==> src/rtl/wb_pkg.sv <==
// wb_pkg: shared widths, source ids and result type for the register write-back unit
package wb_pkg;
  localparam int DATA_W = 32;
  localparam int ADDR_W = 5;
  localparam int NUM_SRC = 3;
  localparam int STARVE_LIMIT = 4;
  typedef enum logic [1:0] {SRC_LSU, SRC_ALU, SRC_MULDIV} wb_src_e;
  typedef struct packed {
    logic [ADDR_W-1:0] rd;
    logic [DATA_W-1:0] data;
  } wb_result_t;
endpackage

==> src/rtl/wb_arbiter.sv <==
// wb_arbiter: fixed-priority one-hot grant with promotion of sources starved for STARVE_LIMIT cycles
module wb_arbiter #(
  parameter int NUM_SRC = wb_pkg::NUM_SRC,
  parameter int STARVE_LIMIT = wb_pkg::STARVE_LIMIT
) (
  input  logic               clk,
  input  logic               reset,
  input  logic [NUM_SRC-1:0] req,
  output logic [NUM_SRC-1:0] grant
);
  localparam int WAIT_W = $clog2(STARVE_LIMIT + 1);
  logic [WAIT_W-1:0] wait_cnt [NUM_SRC];
  logic [NUM_SRC-1:0] promo, pool;
  // starved requesters form the candidate pool when present; lowest index of the pool wins
  always_comb begin
    promo = '0;
    for (int s = 0; s < NUM_SRC; s++) promo[s] = req[s] && wait_cnt[s] == WAIT_W'(STARVE_LIMIT);
    pool = |promo ? promo : req;
    grant = '0;
    for (int s = NUM_SRC - 1; s >= 0; s--) if (pool[s]) grant = NUM_SRC'(1) << s;
  end
  // count cycles a held result loses, saturating at the promotion threshold
  always_ff @(posedge clk)
    for (int s = 0; s < NUM_SRC; s++)
      if (reset || !req[s] || grant[s]) wait_cnt[s] <= '0;
      else if (wait_cnt[s] != WAIT_W'(STARVE_LIMIT)) wait_cnt[s] <= wait_cnt[s] + WAIT_W'(1);
endmodule

==> src/rtl/reg_writeback_unit.sv <==
// reg_writeback_unit: arbitrates producer results onto the register file write port and tracks pending destinations
module reg_writeback_unit #(
  parameter int DATA_W = wb_pkg::DATA_W,
  parameter int ADDR_W = wb_pkg::ADDR_W,
  parameter int NUM_SRC = wb_pkg::NUM_SRC,
  parameter int STARVE_LIMIT = wb_pkg::STARVE_LIMIT
) (
  input  logic                      clk,
  input  logic                      reset,
  input  logic [NUM_SRC-1:0]        src_valid,
  output logic [NUM_SRC-1:0]        src_ready,
  input  logic [NUM_SRC*ADDR_W-1:0] src_rd,
  input  logic [NUM_SRC*DATA_W-1:0] src_data,
  input  logic                      iss_valid,
  input  logic [ADDR_W-1:0]         iss_rd,
  output logic                      iss_conflict,
  output logic [2**ADDR_W-1:0]      busy,
  output logic [ADDR_W-1:0]         wr_addr,
  output logic [DATA_W-1:0]         wr_data,
  output logic                      write_en
);
  logic [NUM_SRC-1:0] hold_v, req, grant, xfer;
  logic [ADDR_W-1:0] hold_rd [NUM_SRC];
  logic [DATA_W-1:0] hold_data [NUM_SRC];
  logic [2**ADDR_W-1:0] busy_n;
  logic iss_set, waw_ok;
  assign req = reset ? '0 : hold_v;
  assign src_ready = reset ? '0 : ~hold_v | grant;
  assign xfer = src_valid & src_ready;
  assign write_en = |grant;
  assign iss_conflict = iss_valid & busy[iss_rd];
  assign iss_set = iss_valid && iss_rd != '0 && !iss_conflict;
  wb_arbiter #(.NUM_SRC(NUM_SRC), .STARVE_LIMIT(STARVE_LIMIT)) u_arb (
    .clk(clk),
    .reset(reset),
    .req(req),
    .grant(grant)
  );
  // hold entries: a transfer on the grant edge refills the slot; rd 0 results are dropped
  always_ff @(posedge clk)
    for (int s = 0; s < NUM_SRC; s++) begin
      if (reset) hold_v[s] <= 1'b0;
      else if (xfer[s]) hold_v[s] <= src_rd[s*ADDR_W +: ADDR_W] != '0;
      else if (grant[s]) hold_v[s] <= 1'b0;
      if (xfer[s]) begin
        hold_rd[s] <= src_rd[s*ADDR_W +: ADDR_W];
        hold_data[s] <= src_data[s*DATA_W +: DATA_W];
      end
    end
  // write port mux: the one-hot grant selects the entry, zero when idle
  always_comb begin
    wr_addr = '0;
    wr_data = '0;
    for (int s = 0; s < NUM_SRC; s++)
      if (grant[s]) begin
        wr_addr = hold_rd[s];
        wr_data = hold_data[s];
      end
  end
  // scoreboard next state: a new issue to the index being written keeps it busy
  always_comb begin
    busy_n = busy;
    if (write_en) busy_n[wr_addr] = 1'b0;
    if (iss_set) busy_n[iss_rd] = 1'b1;
    busy_n[0] = 1'b0;
  end
  // scoreboard register
  always_ff @(posedge clk) busy <= reset ? '0 : busy_n;
  // two live hold entries must never target the same register
  always_comb begin
    waw_ok = 1'b1;
    for (int i = 0; i < NUM_SRC; i++)
      for (int j = i + 1; j < NUM_SRC; j++)
        if (hold_v[i] && hold_v[j] && hold_rd[i] == hold_rd[j]) waw_ok = 1'b0;
  end
  a_waw: assert property (@(posedge clk) disable iff (reset) waw_ok);
endmodule

==> config.mk <==
export PLATFORM = sky130hd
export DESIGN_NAME = reg_writeback_unit
export DESIGN_NICKNAME = d
export VERILOG_FILES = /design/src/rtl/wb_pkg.sv /design/src/rtl/wb_arbiter.sv /design/src/rtl/reg_writeback_unit.sv
export SDC_FILE = /design/constraint.sdc
export NUM_CORES = 1
export LEC_CHECK = 0
export CORE_MARGIN = 4
export CORE_UTILIZATION = 40
export DETAILED_ROUTE_END_ITERATION = 7
export MAX_ROUTING_LAYER = met4
export PLACE_DENSITY = 0.7
export REMOVE_ABC_BUFFERS = 1
export SLEW_MARGIN = 15
export SYNTH_ARGS = -nofsm -noshare
export SYNTH_HDL_FRONTEND = slang
export SYNTH_SLANG_ARGS = --single-unit
==> constraint.sdc <==
create_clock -name clk -period 4.35 [get_ports clk]
set_input_delay 0.435 -clock clk [delete_from_list [all_inputs] [get_ports clk]]
set_output_delay 0.435 -clock clk [all_outputs]
set_load 0.005 [all_outputs]
==> flow_metrics.env, run 1 <==
export IMPL_status="finished, final reports clean"
export IMPL_slowest_stage="clkdlybuf4s50_1"
export IMPL_die_area_um2=18200
export IMPL_period_share_pct=88.8
export IMPL_final_cell_mix="clkdlybuf4s50_1, edfxtp_1, nor2_1, o21ai_0, dfxtp_1"
export IMPL_hpwl_um=13300
export IMPL_cp_end_kind="output port"
export IMPL_holdPathEnd="busy[31]$_SDFF_PP0_"
export IMPL_fin_area_um2=9130
export IMPL_drt_total_wl_um=18300
export IMPL_cp_arrival_ns=3.43
export IMPL_drt_iter0_markers=361
export IMPL_io_pin_count=196
export IMPL_drive_above_1_share_pct=7.34
export IMPL_p_leak_nw=3.16
export IMPL_port_buffer_count=194
export IMPL_cts_num_sinks=154
export IMPL_cts_root_buf="clkbuf_16"
export IMPL_cpPeakStageDelay_ns=0.71
export IMPL_n_antenna_cell=0
export IMPL_cts_tree="built"
export IMPL_synth_edf_count=120
export IMPL_die_h_um=135
export IMPL_dp_cells=906
export IMPL_cts_resized=0
export IMPL_post_dp_cell_area_um2=8580
export IMPL_grt_pass1_wl_um=27900
export IMPL_finalNonFillerCells=938
export IMPL_overflow=0
export IMPL_crit_path_frequent_cell="clkdlybuf4s50_1"
export IMPL_synth_seq_area_share_pct=66.6
export IMPL_syn2layout_area_growth_pct=42.0
export IMPL_cts_clk_slew_worst_paths_ns=0.06
export IMPL_whs_path_depth=2
export IMPL_yosysUniqueCellTypes=53
export IMPL_synthCells=515
export IMPL_synth_area_um2=6430
export IMPL_cts_setup_buffers=0
export IMPL_cts_htree_levels=4
export IMPL_grt_setup_unrepaired="false"
export IMPL_rows=46
export IMPL_max_slew_margin_pct=24.5
export IMPL_grt_max_degree=38
export IMPL_finalWeightedCongestion=0.916
export IMPL_wire_per_inst_um=19.5
export IMPL_grt_pass1_vias=5264
export IMPL_synth_avg_cell_area_um2=12.5
export IMPL_hold_path_class="flip-flop to flip-flop"
export IMPL_holdWs_ns=0.508
export IMPL_start_kind="input pin"
export IMPL_drv_cap=0
export IMPL_ff2ff_setup_slack_ns=1.33
export IMPL_vias=5122
export IMPL_cp_required_ns=3.91
export IMPL_irDropWorstVdd_mv=0.227
export IMPL_final_common_cell="clkdlybuf4s50_1"
export IMPL_die_w_um=135
export IMPL_postRouteAntennaNets=0
export IMPL_finalSetupTns_ns=0
export IMPL_synthFlopType="edfxtp_1"
export IMPL_reg2regPathDepth=9
export IMPL_dp_slack_ns=0.550
export IMPL_ys_seq_elements=154
export IMPL_antenna_found_initial=0
export IMPL_setup_ws_ns=0.488
export IMPL_n_fill_cell=1264
export IMPL_crit_fanout=32
export IMPL_hold_path_startpoint="busy[31]$_SDFF_PP0_"
export IMPL_async_reset_ff_share_pct=0
export IMPL_cts_hold_buf=0
export IMPL_r2r_start="u_arb.wait_cnt[2][0]$_SDFFCE_PN0P_"
export IMPL_nNetsFinal=837
export IMPL_core_um2=15800
export IMPL_slew_viol_final=0
export IMPL_crit_type="input pin to output port"
export IMPL_first_pass_iters=8
export IMPL_cts_buffer_depth=2
export IMPL_cp_cell_sequence="clkdlybuf4s50_1, and4b_1, o21ai_0, and2_1, buf_4, a221oi_1, nor2_1, clkdlybuf4s50_1"
export IMPL_clk_latency_ns=0.43
export IMPL_vias_per_cell=5.46
export IMPL_tightest_slew_ns=1.13
export IMPL_gr_usage_all_layers_pct=20.8
export IMPL_ys_warn_count=0
export IMPL_drc_errors=0
export IMPL_setup_viol=0
export IMPL_fin_skew_ns=0.0120
export IMPL_cts_buffers=17
export IMPL_hold_viol=0
export IMPL_p_per_area_nw_per_um2=378
export IMPL_final_period_minus_worst_setup_slack_ns=3.86
export IMPL_start_util_pct=40.6
export IMPL_fmax_mhz=259
export IMPL_rr_endpoint="busy[17]$_SDFF_PP0_"
registers in the layout, indices dropped and copies added (netlist names):
name            cells
busy               31
hold_rd            15
hold_v              3
u_arb.wait_cnt      9
hold_data          96
synth_stat cells (8+ instances only):
master      n  area, um2
inv_1      19       71.3
o21ai_0    56        280
a31oi_1     8       50.1
and2_1      8       50.1
clkbuf_1   20       75.1
dfxtp_1    34        681
nand2_1    20       75.1
a221oi_1   32        280
a21oi_1     8       40.0
nor2_1     77        289
edfxtp_1  120       3600
nand3_1     9       45.0
worst max path at each step:
stage / start / to / slack, ns / depth (start not counted)
after global placement: reset / wr_data[17] / 0.58 / 8
after detailed placement: reset / wr_data[17] / 0.55 / 8
final: reset / wr_data[17] / 0.49 / 8
after CTS: reset / wr_data[17] / 0.51 / 8
after floorplan: u_arb.wait_cnt[2][0]$_SDFFCE_PN0P_ / hold_data[0][32]$_DFFE_PP_ / 0.79 / 8
after global routing: reset / wr_data[17] / 0.22 / 8
power by group:
part	switching (mW)	internal, mW
clock	0.594	0.783
sequential	0.0291	1.66
combinational	0.176	0.214
cells by family (layout without fill, tap and decap cells):
kind of cell    after synthesis  in the layout  share of synthesized area (%)
simple gates                155            155                           11.3
flops                       154            154                           66.6
compound gates              139            139                           14.6
buf+inv                      48            253                           3.15
mux                           8              8                           2.63
fa+ha+maj                     6              6                           1.17
xor+xnor                      3              3                          0.408
other cells                   2              4                          0.117
per-stage QoR:
step | power [mW] | utilization (%)
2_1_floorplan | 1.84 | -
3_3_place_gp | 2.10 | 54.2
3_5_place_dp | 2.11 | 54.2
4_1_cts | 3.48 | 57.7
5_1_grt | 3.58 | 57.7
6_report | 3.46 | 57.7
layer usage:
metal  track usage, %  up-vias  part of all wire, %
met4             8.37        0                  1.9
li1                 -     2355                    -
met3             7.60       30                   11
met5                -        -                    0
met1             25.4     2443                   40
met2             31.4      294                   47
cell type report:
cell class,instances,area [um2],share of cell area (%)
repair buffers,201,1990,21.8
multi-input cells,315,1960,21.5
flip-flops and latches,154,4280,46.9
clock inverters,15,124,1.36
well taps,216,270,2.96
clock buffers,17,425,4.66
inverters,20,75.1,0.822
worst max-delay path: cells and delay by family:
| family | cells | cell delay (ns) |
|---|---|---|
| buffers and inverters | 3 | 1.62 |
| and+or+nand+nor | 3 | 0.74 |
| AOI/OAI and AO/OA | 2 | 0.59 |
Power figures use the tool's default switching activity.
==> run 2, diff against run 1 <==
--- a/config.mk
+++ b/config.mk
@@ -7,6 +7,7 @@
 export LEC_CHECK = 0
 export CORE_MARGIN = 4
 export CORE_UTILIZATION = 40
+export CTS_BUF_LIST = sky130_fd_sc_hd__clkbuf_16
 export DETAILED_ROUTE_END_ITERATION = 7
 export MAX_ROUTING_LAYER = met4
 export PLACE_DENSITY = 0.7
==> results of run 2 <==
Same layout as run 1: the final DEF is identical, and so are final timing and power.
